**src/rtl/mc_main_ctrl_pkg.sv**
```systemverilog
// mc_main_ctrl_pkg: shared multicycle MIPS controller types, select enums and opcodes
package mc_main_ctrl_pkg;
    typedef enum logic [3:0] {
        Fetch, Decode, MemAddr, MemRd, MemWrbck, MemWr,
        RRExec, RRWrbck, Beq, Jmp, RIExec, RIWrbck
    } state_type;
    typedef enum logic       {AddrPC, AddrALUout} mem_addr_sel_t;
    typedef enum logic [1:0] {PCPlus4, PCBranch, PCJmp} nxt_pc_sel_t;
    typedef enum logic       {SrcaPC, SrcaRs} alu_srca_sel_t;
    typedef enum logic [1:0] {SrcbRt, Four, SrcbImm, BeqImm} alu_srcb_sel_t;
    typedef enum logic [2:0] {ADD, ADDU, SUB, AND, OR, XOR, RR} ALUop_t;
    typedef enum logic       {WrRt, WrRd} wreg_dst_sel_t;
    typedef enum logic       {ALUout, MemData} wrbck_data_sel_t;
    localparam logic [5:0] OP_RR    = 6'h00;
    localparam logic [5:0] OP_J     = 6'h02;
    localparam logic [5:0] OP_BEQ   = 6'h04;
    localparam logic [5:0] OP_ADDI  = 6'h08;
    localparam logic [5:0] OP_ADDIU = 6'h09;
    localparam logic [5:0] OP_ANDI  = 6'h0c;
    localparam logic [5:0] OP_ORI   = 6'h0d;
    localparam logic [5:0] OP_XORI  = 6'h0e;
    localparam logic [5:0] OP_LW    = 6'h23;
    localparam logic [5:0] OP_SW    = 6'h2b;
    function automatic logic is_ri(input logic [5:0] op);
        return op == OP_ADDI || op == OP_ADDIU || op == OP_ANDI || op == OP_ORI || op == OP_XORI;
    endfunction
endpackage

```
**src/rtl/mc_main_ctrl_if.sv**
```systemverilog
// mc_main_ctrl_if: controller <-> datapath/memory bundle
// master = controller (drives selects/enables/state), slave = datapath (drives opcode/zero/mem_rdy)
interface mc_main_ctrl_if;
    import mc_main_ctrl_pkg::*;
    logic            [5:0] opcode;
    logic                  zero;
    logic                  mem_rdy;
    logic                  mem_req;
    logic                  mem_wr_en;
    mem_addr_sel_t         mem_addr_sel;
    logic                  ir_wr_en;
    logic                  pc_wr_en;
    nxt_pc_sel_t           nxt_pc_sel;
    alu_srca_sel_t         alu_srca_sel;
    alu_srcb_sel_t         alu_srcb_sel;
    ALUop_t                alu_op;
    logic                  imm_zext;
    logic                  reg_wr_en;
    wreg_dst_sel_t         wreg_dst_sel;
    wrbck_data_sel_t       wrbck_data_sel;
    logic                  illegal_op;
    logic                  instr_done;
    state_type             state;
    modport master (
        input  opcode, zero, mem_rdy,
        output mem_req, mem_wr_en, mem_addr_sel, ir_wr_en, pc_wr_en, nxt_pc_sel,
               alu_srca_sel, alu_srcb_sel, alu_op, imm_zext, reg_wr_en,
               wreg_dst_sel, wrbck_data_sel, illegal_op, instr_done, state
    );
    modport slave (
        output opcode, zero, mem_rdy,
        input  mem_req, mem_wr_en, mem_addr_sel, ir_wr_en, pc_wr_en, nxt_pc_sel,
               alu_srca_sel, alu_srcb_sel, alu_op, imm_zext, reg_wr_en,
               wreg_dst_sel, wrbck_data_sel, illegal_op, instr_done, state
    );
endinterface

```
**src/rtl/mc_main_ctrl_ri_aluop_dec.sv**
```systemverilog
// ri_aluop_dec: immediate-op opcode -> {alu_op, imm_zext}
// in: opcode; out: alu_op, imm_zext (logical immediates are zero-extended)
module ri_aluop_dec
    import mc_main_ctrl_pkg::*;
(
    input  logic [5:0] opcode,
    output ALUop_t     alu_op,
    output logic       imm_zext
);
    assign alu_op   = opcode == OP_ADDIU ? ADDU :
                      opcode == OP_ANDI  ? AND  :
                      opcode == OP_ORI   ? OR   :
                      opcode == OP_XORI  ? XOR  : ADD;
    assign imm_zext = opcode == OP_ANDI || opcode == OP_ORI || opcode == OP_XORI;
endmodule

```
**src/rtl/mc_main_ctrl.sv**
```systemverilog
// mc_main_ctrl: multicycle MIPS main control FSM with mem_req/mem_rdy stalls
// ports: clk, reset (sync, active-high), bus (master modport: opcode/zero/mem_rdy in, datapath controls + state out)
module mc_main_ctrl
    import mc_main_ctrl_pkg::*;
(
    input  logic           clk,
    input  logic           reset,
    mc_main_ctrl_if.master bus
);
    state_type       state_q, cur, nxt;
    ALUop_t          ri_op;
    logic            ri_zext;
    logic            mem_req, mem_wr_en, ir_wr_en, pc_wr_en, reg_wr_en, illegal_op, instr_done, imm_zext;
    mem_addr_sel_t   mem_addr_sel;
    nxt_pc_sel_t     nxt_pc_sel;
    alu_srca_sel_t   alu_srca_sel;
    alu_srcb_sel_t   alu_srcb_sel;
    ALUop_t          alu_op;
    wreg_dst_sel_t   wreg_dst_sel;
    wrbck_data_sel_t wrbck_data_sel;
    ri_aluop_dec u_ri_dec (.opcode(bus.opcode), .alu_op(ri_op), .imm_zext(ri_zext));
    always_ff @(posedge clk)
        state_q <= reset ? Fetch : nxt;
    // during reset the outputs show the Fetch decode regardless of the held state
    assign cur = reset ? Fetch : state_q;
    always_comb begin
        nxt            = Fetch;
        mem_req        = 1'b0;
        mem_wr_en      = 1'b0;
        mem_addr_sel   = AddrPC;
        ir_wr_en       = 1'b0;
        pc_wr_en       = 1'b0;
        nxt_pc_sel     = PCPlus4;
        alu_srca_sel   = SrcaPC;
        alu_srcb_sel   = SrcbRt;
        alu_op         = ADD;
        imm_zext       = 1'b0;
        reg_wr_en      = 1'b0;
        wreg_dst_sel   = WrRt;
        wrbck_data_sel = ALUout;
        illegal_op     = 1'b0;
        instr_done     = 1'b0;
        case (cur)
            Fetch: begin
                mem_req      = 1'b1;
                alu_srcb_sel = Four;
                ir_wr_en     = bus.mem_rdy;
                pc_wr_en     = bus.mem_rdy;
                nxt          = bus.mem_rdy ? Decode : Fetch;
            end
            Decode: begin
                alu_srcb_sel = BeqImm;
                nxt          = bus.opcode == OP_LW || bus.opcode == OP_SW ? MemAddr :
                               bus.opcode == OP_RR  ? RRExec :
                               bus.opcode == OP_BEQ ? Beq    :
                               bus.opcode == OP_J   ? Jmp    :
                               is_ri(bus.opcode)    ? RIExec : Fetch;
                illegal_op   = nxt == Fetch;
                instr_done   = nxt == Fetch;
            end
            MemAddr: begin
                alu_srca_sel = SrcaRs;
                alu_srcb_sel = SrcbImm;
                nxt          = bus.opcode == OP_SW ? MemWr : MemRd;
            end
            MemRd: begin
                mem_req      = 1'b1;
                mem_addr_sel = AddrALUout;
                nxt          = bus.mem_rdy ? MemWrbck : MemRd;
            end
            MemWrbck: begin
                reg_wr_en      = 1'b1;
                wrbck_data_sel = MemData;
                instr_done     = 1'b1;
            end
            MemWr: begin
                mem_req      = 1'b1;
                mem_wr_en    = 1'b1;
                mem_addr_sel = AddrALUout;
                instr_done   = bus.mem_rdy;
                nxt          = bus.mem_rdy ? Fetch : MemWr;
            end
            RRExec: begin
                alu_srca_sel = SrcaRs;
                alu_op       = RR;
                nxt          = RRWrbck;
            end
            RRWrbck: begin
                reg_wr_en    = 1'b1;
                wreg_dst_sel = WrRd;
                instr_done   = 1'b1;
            end
            Beq: begin
                alu_srca_sel = SrcaRs;
                alu_op       = SUB;
                nxt_pc_sel   = PCBranch;
                pc_wr_en     = bus.zero;
                instr_done   = 1'b1;
            end
            Jmp: begin
                nxt_pc_sel = PCJmp;
                pc_wr_en   = 1'b1;
                instr_done = 1'b1;
            end
            RIExec: begin
                alu_srca_sel = SrcaRs;
                alu_srcb_sel = SrcbImm;
                alu_op       = ri_op;
                imm_zext     = ri_zext;
                nxt          = RIWrbck;
            end
            RIWrbck: begin
                reg_wr_en  = 1'b1;
                instr_done = 1'b1;
            end
            default: nxt = Fetch;
        endcase
    end
    assign bus.mem_req        = mem_req & ~reset;
    assign bus.mem_wr_en      = mem_wr_en & ~reset;
    assign bus.ir_wr_en       = ir_wr_en & ~reset;
    assign bus.pc_wr_en       = pc_wr_en & ~reset;
    assign bus.reg_wr_en      = reg_wr_en & ~reset;
    assign bus.illegal_op     = illegal_op & ~reset;
    assign bus.instr_done     = instr_done & ~reset;
    assign bus.mem_addr_sel   = mem_addr_sel;
    assign bus.nxt_pc_sel     = nxt_pc_sel;
    assign bus.alu_srca_sel   = alu_srca_sel;
    assign bus.alu_srcb_sel   = alu_srcb_sel;
    assign bus.alu_op         = alu_op;
    assign bus.imm_zext       = imm_zext;
    assign bus.wreg_dst_sel   = wreg_dst_sel;
    assign bus.wrbck_data_sel = wrbck_data_sel;
    assign bus.state          = state_q;
endmodule

```
**src/flat_wrapper.sv**
```systemverilog
// flat-port wrapper written by rule: the top's interface ports become plain ports
module mc_main_ctrl_flat import mc_main_ctrl_pkg::*;
  (clk, reset, bus_opcode, bus_zero, bus_mem_rdy, bus_mem_req, bus_mem_wr_en, bus_mem_addr_sel, bus_ir_wr_en, bus_pc_wr_en, bus_nxt_pc_sel, bus_alu_srca_sel, bus_alu_srcb_sel, bus_alu_op, bus_imm_zext, bus_reg_wr_en, bus_wreg_dst_sel, bus_wrbck_data_sel, bus_illegal_op, bus_instr_done, bus_state);
  mc_main_ctrl_if bus_i ();
  input  logic clk;
  input  logic reset;
  input wire logic [$bits(bus_i.opcode)-1:0] bus_opcode;
  input wire logic [$bits(bus_i.zero)-1:0] bus_zero;
  input wire logic [$bits(bus_i.mem_rdy)-1:0] bus_mem_rdy;
  output wire logic [$bits(bus_i.mem_req)-1:0] bus_mem_req;
  output wire logic [$bits(bus_i.mem_wr_en)-1:0] bus_mem_wr_en;
  output wire logic [$bits(bus_i.mem_addr_sel)-1:0] bus_mem_addr_sel;
  output wire logic [$bits(bus_i.ir_wr_en)-1:0] bus_ir_wr_en;
  output wire logic [$bits(bus_i.pc_wr_en)-1:0] bus_pc_wr_en;
  output wire logic [$bits(bus_i.nxt_pc_sel)-1:0] bus_nxt_pc_sel;
  output wire logic [$bits(bus_i.alu_srca_sel)-1:0] bus_alu_srca_sel;
  output wire logic [$bits(bus_i.alu_srcb_sel)-1:0] bus_alu_srcb_sel;
  output wire logic [$bits(bus_i.alu_op)-1:0] bus_alu_op;
  output wire logic [$bits(bus_i.imm_zext)-1:0] bus_imm_zext;
  output wire logic [$bits(bus_i.reg_wr_en)-1:0] bus_reg_wr_en;
  output wire logic [$bits(bus_i.wreg_dst_sel)-1:0] bus_wreg_dst_sel;
  output wire logic [$bits(bus_i.wrbck_data_sel)-1:0] bus_wrbck_data_sel;
  output wire logic [$bits(bus_i.illegal_op)-1:0] bus_illegal_op;
  output wire logic [$bits(bus_i.instr_done)-1:0] bus_instr_done;
  output wire logic [$bits(bus_i.state)-1:0] bus_state;
  assign bus_i.opcode = bus_opcode;
  assign bus_i.zero = bus_zero;
  assign bus_i.mem_rdy = bus_mem_rdy;
  assign bus_mem_req = bus_i.mem_req;
  assign bus_mem_wr_en = bus_i.mem_wr_en;
  assign bus_mem_addr_sel = bus_i.mem_addr_sel;
  assign bus_ir_wr_en = bus_i.ir_wr_en;
  assign bus_pc_wr_en = bus_i.pc_wr_en;
  assign bus_nxt_pc_sel = bus_i.nxt_pc_sel;
  assign bus_alu_srca_sel = bus_i.alu_srca_sel;
  assign bus_alu_srcb_sel = bus_i.alu_srcb_sel;
  assign bus_alu_op = bus_i.alu_op;
  assign bus_imm_zext = bus_i.imm_zext;
  assign bus_reg_wr_en = bus_i.reg_wr_en;
  assign bus_wreg_dst_sel = bus_i.wreg_dst_sel;
  assign bus_wrbck_data_sel = bus_i.wrbck_data_sel;
  assign bus_illegal_op = bus_i.illegal_op;
  assign bus_instr_done = bus_i.instr_done;
  assign bus_state = bus_i.state;
  mc_main_ctrl u_core (.clk(clk), .reset(reset), .bus(bus_i));
endmodule
```
**config.mk**
```make
export PLATFORM = sky130hd
export DESIGN_NAME = mc_main_ctrl_flat
export DESIGN_NICKNAME = d
export VERILOG_FILES = /design/src/rtl/mc_main_ctrl_pkg.sv /design/src/rtl/mc_main_ctrl_if.sv /design/src/rtl/mc_main_ctrl_ri_aluop_dec.sv /design/src/rtl/mc_main_ctrl.sv /design/src/flat_wrapper.sv
export SDC_FILE = /design/constraint.sdc
export NUM_CORES = 1
export LEC_CHECK = 0
export ABC_AREA = 1
export BUFFER_PORTS_ARGS = -buffer_cell sky130_fd_sc_hd__buf_2
export CORE_MARGIN = 4
export CORE_UTILIZATION = 35
export DETAILED_ROUTE_END_ITERATION = 8
export GPL_TIMING_DRIVEN = 0
export PLACE_DENSITY = 0.63
export SYNTH_ARGS = -nofsm -noshare
export SYNTH_HDL_FRONTEND = slang
export SYNTH_HIERARCHICAL = 1
export SYNTH_SLANG_ARGS = --single-unit
```
**constraint.sdc**
```tcl
create_clock -name clk -period 1.5 [get_ports clk]
set_clock_uncertainty 0.2 [all_clocks]
set_input_delay 0.15 -clock clk [delete_from_list [all_inputs] [get_ports clk]]
set_output_delay 0.15 -clock clk [all_outputs]
set_load 0.02 [all_outputs]
```
# After elaboration in Yosys (flattened, before gate mapping)
# Index checks and enable logic that the tools add are counted.
# totals
ff_bits	4
latch_bits	0
ram_bits	0
rom_bits	0
in_bits	10
output_inout_bits	23
mem_count	0
# op_classes
addsub	0
multipliers	0
div_mod_pow	0
magnitude_cmp	0
n_eq_ne	20
shift	0
n_mux	30
n_bitwise	8
reduce_logical	16
# op_table
operator	count
$eq 6x4->1 const B	5
$pmux 4 s7	1
$mux 4	6
$mux 3	7
$eq 4x3->1 const B	4
$eq 4x4->1 const B	4
$eq 6x6->1 const B	2
$mux 1	11
$pmux 3 s3	1
$eq 4x2->1 const B	2
$logic_not 4->1	2
$and 1x1->1	7
$logic_or 1x1->1	7
$eq 6x2->1 const B	1
$eq 6x3->1 const B	1
$logic_not 6->1	1
$pmux 1 s3	2
$pmux 2 s3	1
$reduce_or 3->1	2
$reduce_or 5->1	1
$eq 4x1->1 const B	1
$pmux 2 s2	1
$reduce_or 2->1	2
$reduce_or 4->1	1
$not 1->1	1

# Depth between registers and ports, before layout
# logic_depth
word_depth	13
mapped_depth	8
mapped_depth_nobuf	8

# Hierarchy
# Netlist, hierarchy kept.
# by_module_without_submodules
module	n_inst	cells_per_inst	area_each_um2
mc_main_ctrl	1	111	581.8
ri_aluop_dec	1	17	72.6

# Worst setup path after synthesis
# OpenSTA, ideal clock, no wires.
# synth_path
path_kind	reg2out
startpoint	reg u_core.state_q[2], in the netlist u_core/bus.state[2]
endpoint	out bus_mem_req
arrival_ns	1.553
required_ns	1.150
setup_slack_ns	-0.403
path_stages_with_launch	7
path_buffers	0
path_cell_list	dfxtp_1 -> inv_1 -> nor2_1 -> nand2_4 -> o22ai_1 -> o21ai_0 -> inv_1
# synth_between
elab_chain_len	5
# synth_lines
item	line_no	source
start: declaration	mc_main_ctrl.sv:10	state_type state_q, cur, nxt;
start signal: assignment	mc_main_ctrl.sv:23	state_q <= reset ? Fetch : nxt;
$mux 4 *	mc_main_ctrl.sv:25	assign cur = reset ? Fetch : state_q;
$eq 4x2->1, or another cell as far along	mc_main_ctrl.sv:43	case (cur)
$reduce_or 3->1 (no source line) *	--	
$mux 1 *	mc_main_ctrl.sv:43	
$and 1x1->1 *	mc_main_ctrl.sv:119	assign bus.mem_req = mem_req & ~reset;
end: declaration	flat_wrapper.sv:10	output wire logic [$bits(bus_i.mem_req)-1:0] bus_mem_req;
# Mark *: on every way between the ends. The rest lies on a longest branch, timed or not.

# Worst setup path after layout
# layout_path
startpoint	reg u_core.state_q[1], in the netlist u_core/bus.state[1]
endpoint	out bus_instr_done
# layout_between
elab_chain_len	5
# layout_lines
item	line_no	source
$mux 4 *	mc_main_ctrl.sv:25	
$eq 4x4->1 / $eq 4x3->1 (equally long branches)	mc_main_ctrl.sv:43	
$reduce_or 5->1 (no source line)	--	
$pmux 1 s3 *	mc_main_ctrl.sv:43	
$and 1x1->1 *	mc_main_ctrl.sv:125	assign bus.instr_done = instr_done & ~reset;
end: declaration	flat_wrapper.sv:24	output wire logic [$bits(bus_i.instr_done)-1:0] bus_instr_done;
# Marked as above.

==> run metrics <==
initial DRC count=17; hold path depth=3; grt ovf=0; crit path time final=1730 ps; syn_nets=138; first-pass GRT wire length=3.75 mm; Place WS=-115 ps; Final WS setup=-227 ps; antenna violations before repair=0; sequential fraction of the synthesis area=12.2%; Worst R2R End=u_core/bus.state[2]; Hold-fix buffers, CTS=0; total number of vias=966; die width=51.2 um; # fillers=154; largest net degree at the start of global routing=11; I/O Buffers=32; routability congestion estimate=0.803; status=finished, violations left; crit path capture type=output pin; HP Start=bus_mem_rdy; total design power=0.396 mW; unique cell type count in the Yosys netlist=21; H-Tree Depth=1; vias in the first global route=890; nets@finish=187; met2 routed wirelength=1.20 mm; Top Layer Used=met4; Final Max Tran Viols=0; setup total negative slack=-2760 ps; I/O pin total=33; Hold Violations, Final=0; worst r2r path cells=8; register bit count reported by yosys=4; Critical Path RT=1150 ps; Routed met3 length=98 um; Avg Inst Size Synth=5.11 um^2; Core Region=1750 um^2; vias per std cell=4.83; Slew headroom=81.3%; DRC violations left=0; Max stage delay cell, worst path=dfxtp_4; Crit path top cell by count=nor2_4; area grow syn2layout=88.9%; ANT cells=0; critical path fanouts, max=6; fin util=70.8%; YS warnings=6; CTS root buf=clkbuf_4; CTS clk-pin slew, worst paths=40 ps; GRT Total Usage=18.5%; Largest register FFs=4; Mapped Area=654 um^2; M1 WL=971 um; CP Launch Type=register; design area=1240 um^2; DRT Wirelength=2.31 mm; Final setup viols=17; hold crit path type=in -> reg; hpwl dp=1.56 mm; die area=2630 um^2; R2R Setup Slk=-130 ps; critical-path cell list=inv_4, nand3_4, nor2_4, inv_2, nor2_4, nand2_2, nand3_2, buf_6; antenna-violating nets left=0; worst-margin pin slew=280 ps; peak supply drop=0.171 mV; crit share post-route=115%; Crit path max-delay family=simple AND/OR/NAND/NOR gates; worst r2r src=u_core/bus.state[0]; die height=51.2 um; # clock sinks=4; Hold EP=u_core/bus.state[2]; unrepaired setup endpoints after global routing=true; CP max stage delay=360 ps; Row Count=15; DP Area=898 um^2; Synth Instances=128; share of cells above drive strength 1=52.6%; Skew-Pair Late Insertion Delay=230 ps; Arrival @ worst endpoint=1380 ps; worst path bufs/invs=3; P per Cell Area=320 nW/um^2; failing checks=setup timing; Initial Utilization=37.5%; Max Clk Rate=0.579 GHz; worst-case clock buffer depth=2; critical path class=reg -> out; total CTS buffers=3; leakage power=0.633 nW; TritonCTS clock tree=yes; routed len/inst=11.6 um; Pre-antenna DRT Iters=4; Max Cap Viol=0
## worst reg2reg max path: cells and delay by family (launching register included)
family                 cells  cell delay [ps]
buffers and inverters      5              560
AND/OR/NAND/NOR            3              430
flip-flops                 1              360
## Yosys cell counts
master / instances / area share [%]
nand3_2: 2 / 3.1
o21ai_2: 1 / 1.3
nor2_1: 33 / 19
nor2_4: 2 / 3.4
nand4_1: 4 / 3.8
or2_2: 1 / 0.96
nand2_1: 27 / 15
o21ai_0: 6 / 4.6
nor2_2: 1 / 0.96
inv_1: 21 / 12
o22ai_1: 1 / 0.96
nor3_1: 1 / 0.76
nand2_2: 1 / 0.96
nand2_4: 2 / 3.4
nand3b_1: 2 / 2.3
a21oi_1: 3 / 2.3
or2_1: 1 / 0.96
inv_2: 1 / 0.57
nand3_1: 13 / 9.9
inv_4: 1 / 0.96
dfxtp_1: 4 / 12
## power by group
group	leakage (nW)	switching [mW]	total (mW)	internal [mW]
sequential	0.0355	0.00615	0.111	0.105
clock	0.0138	0.0407	0.130	0.0893
combinational	0.584	0.0959	0.155	0.0592
## worst max path at each step
stage | from | to | cells after the start
2_1_floorplan | u_core/bus.state[2] | bus_alu_op[0] | 5
3_3_place_gp | reset | bus_instr_done | 9
3_5_place_dp | reset | bus_instr_done | 9
4_1_cts | u_core/bus.state[2] | bus_pc_wr_en | 4
5_1_grt | u_core/bus.state[0] | bus_imm_zext | 5
6_report | u_core/bus.state[1] | bus_instr_done | 8
## cell families (layout without fill, tap and decap cells)
family                 Yosys count  in the layout  synth area share [%]
AND/OR/NAND/NOR                 90             90                  65.0
buffers and inverters           23             70                  13.6
AO/OA/AOI/OAI                   11             11                  9.18
flip-flops                       4              4                  12.2
## cell usage in the layout, fill, tap and decap left out, types with 4 or more instances in the layout
cell type | netlist | routed
nand4_1 | 4 | 4
inv_1 | 21 | 17
nor2_1 | 33 | 21
nor2_4 | 2 | 9
nor2_2 | 1 | 6
dfxtp_4 | 0 | 4
nand2_2 | 1 | 6
buf_6 | 0 | 19
buf_4 | 0 | 10
nand2_1 | 27 | 21
buf_2 | 0 | 15
nand3_1 | 13 | 10
## final cells by class
cell class | instances | area (um^2) | area share (%)
inverters | 23 | 93.8 | 7.59
flip-flops and latches | 4 | 95.1 | 7.69
multi-input cells | 101 | 629 | 50.9
well taps | 25 | 31.3 | 2.53
clock buffers | 3 | 22.5 | 1.82
repair buffers | 44 | 364 | 29.5
## metrics by stage
step                      instances  hold WS, ps
after floorplan                 128         15.0
after global placement          185          245
after detailed placement        185          252
after CTS                       198         36.0
after global routing            200         70.0
final                           200         39.8
## routing by layer
| metal | track usage [%] | vias to the layer above |
|---|---|---|
| li1 | - | 502 |
| met2 | 31.8 | 29 |
| met1 | 23.2 | 431 |
| met3 | 2.04 | 4 |
| met5 | 0 | - |
| met4 | 7.86 | 0 |
## repair_timing
item                                    CTS  global route
endpoints found under the hold margin     0             0
pin swaps                                13             4
buffers inserted                         10             2
gates resized for setup                  55            20
endpoints found under the setup margin   18            20
Power figures use the tool's default switching activity.
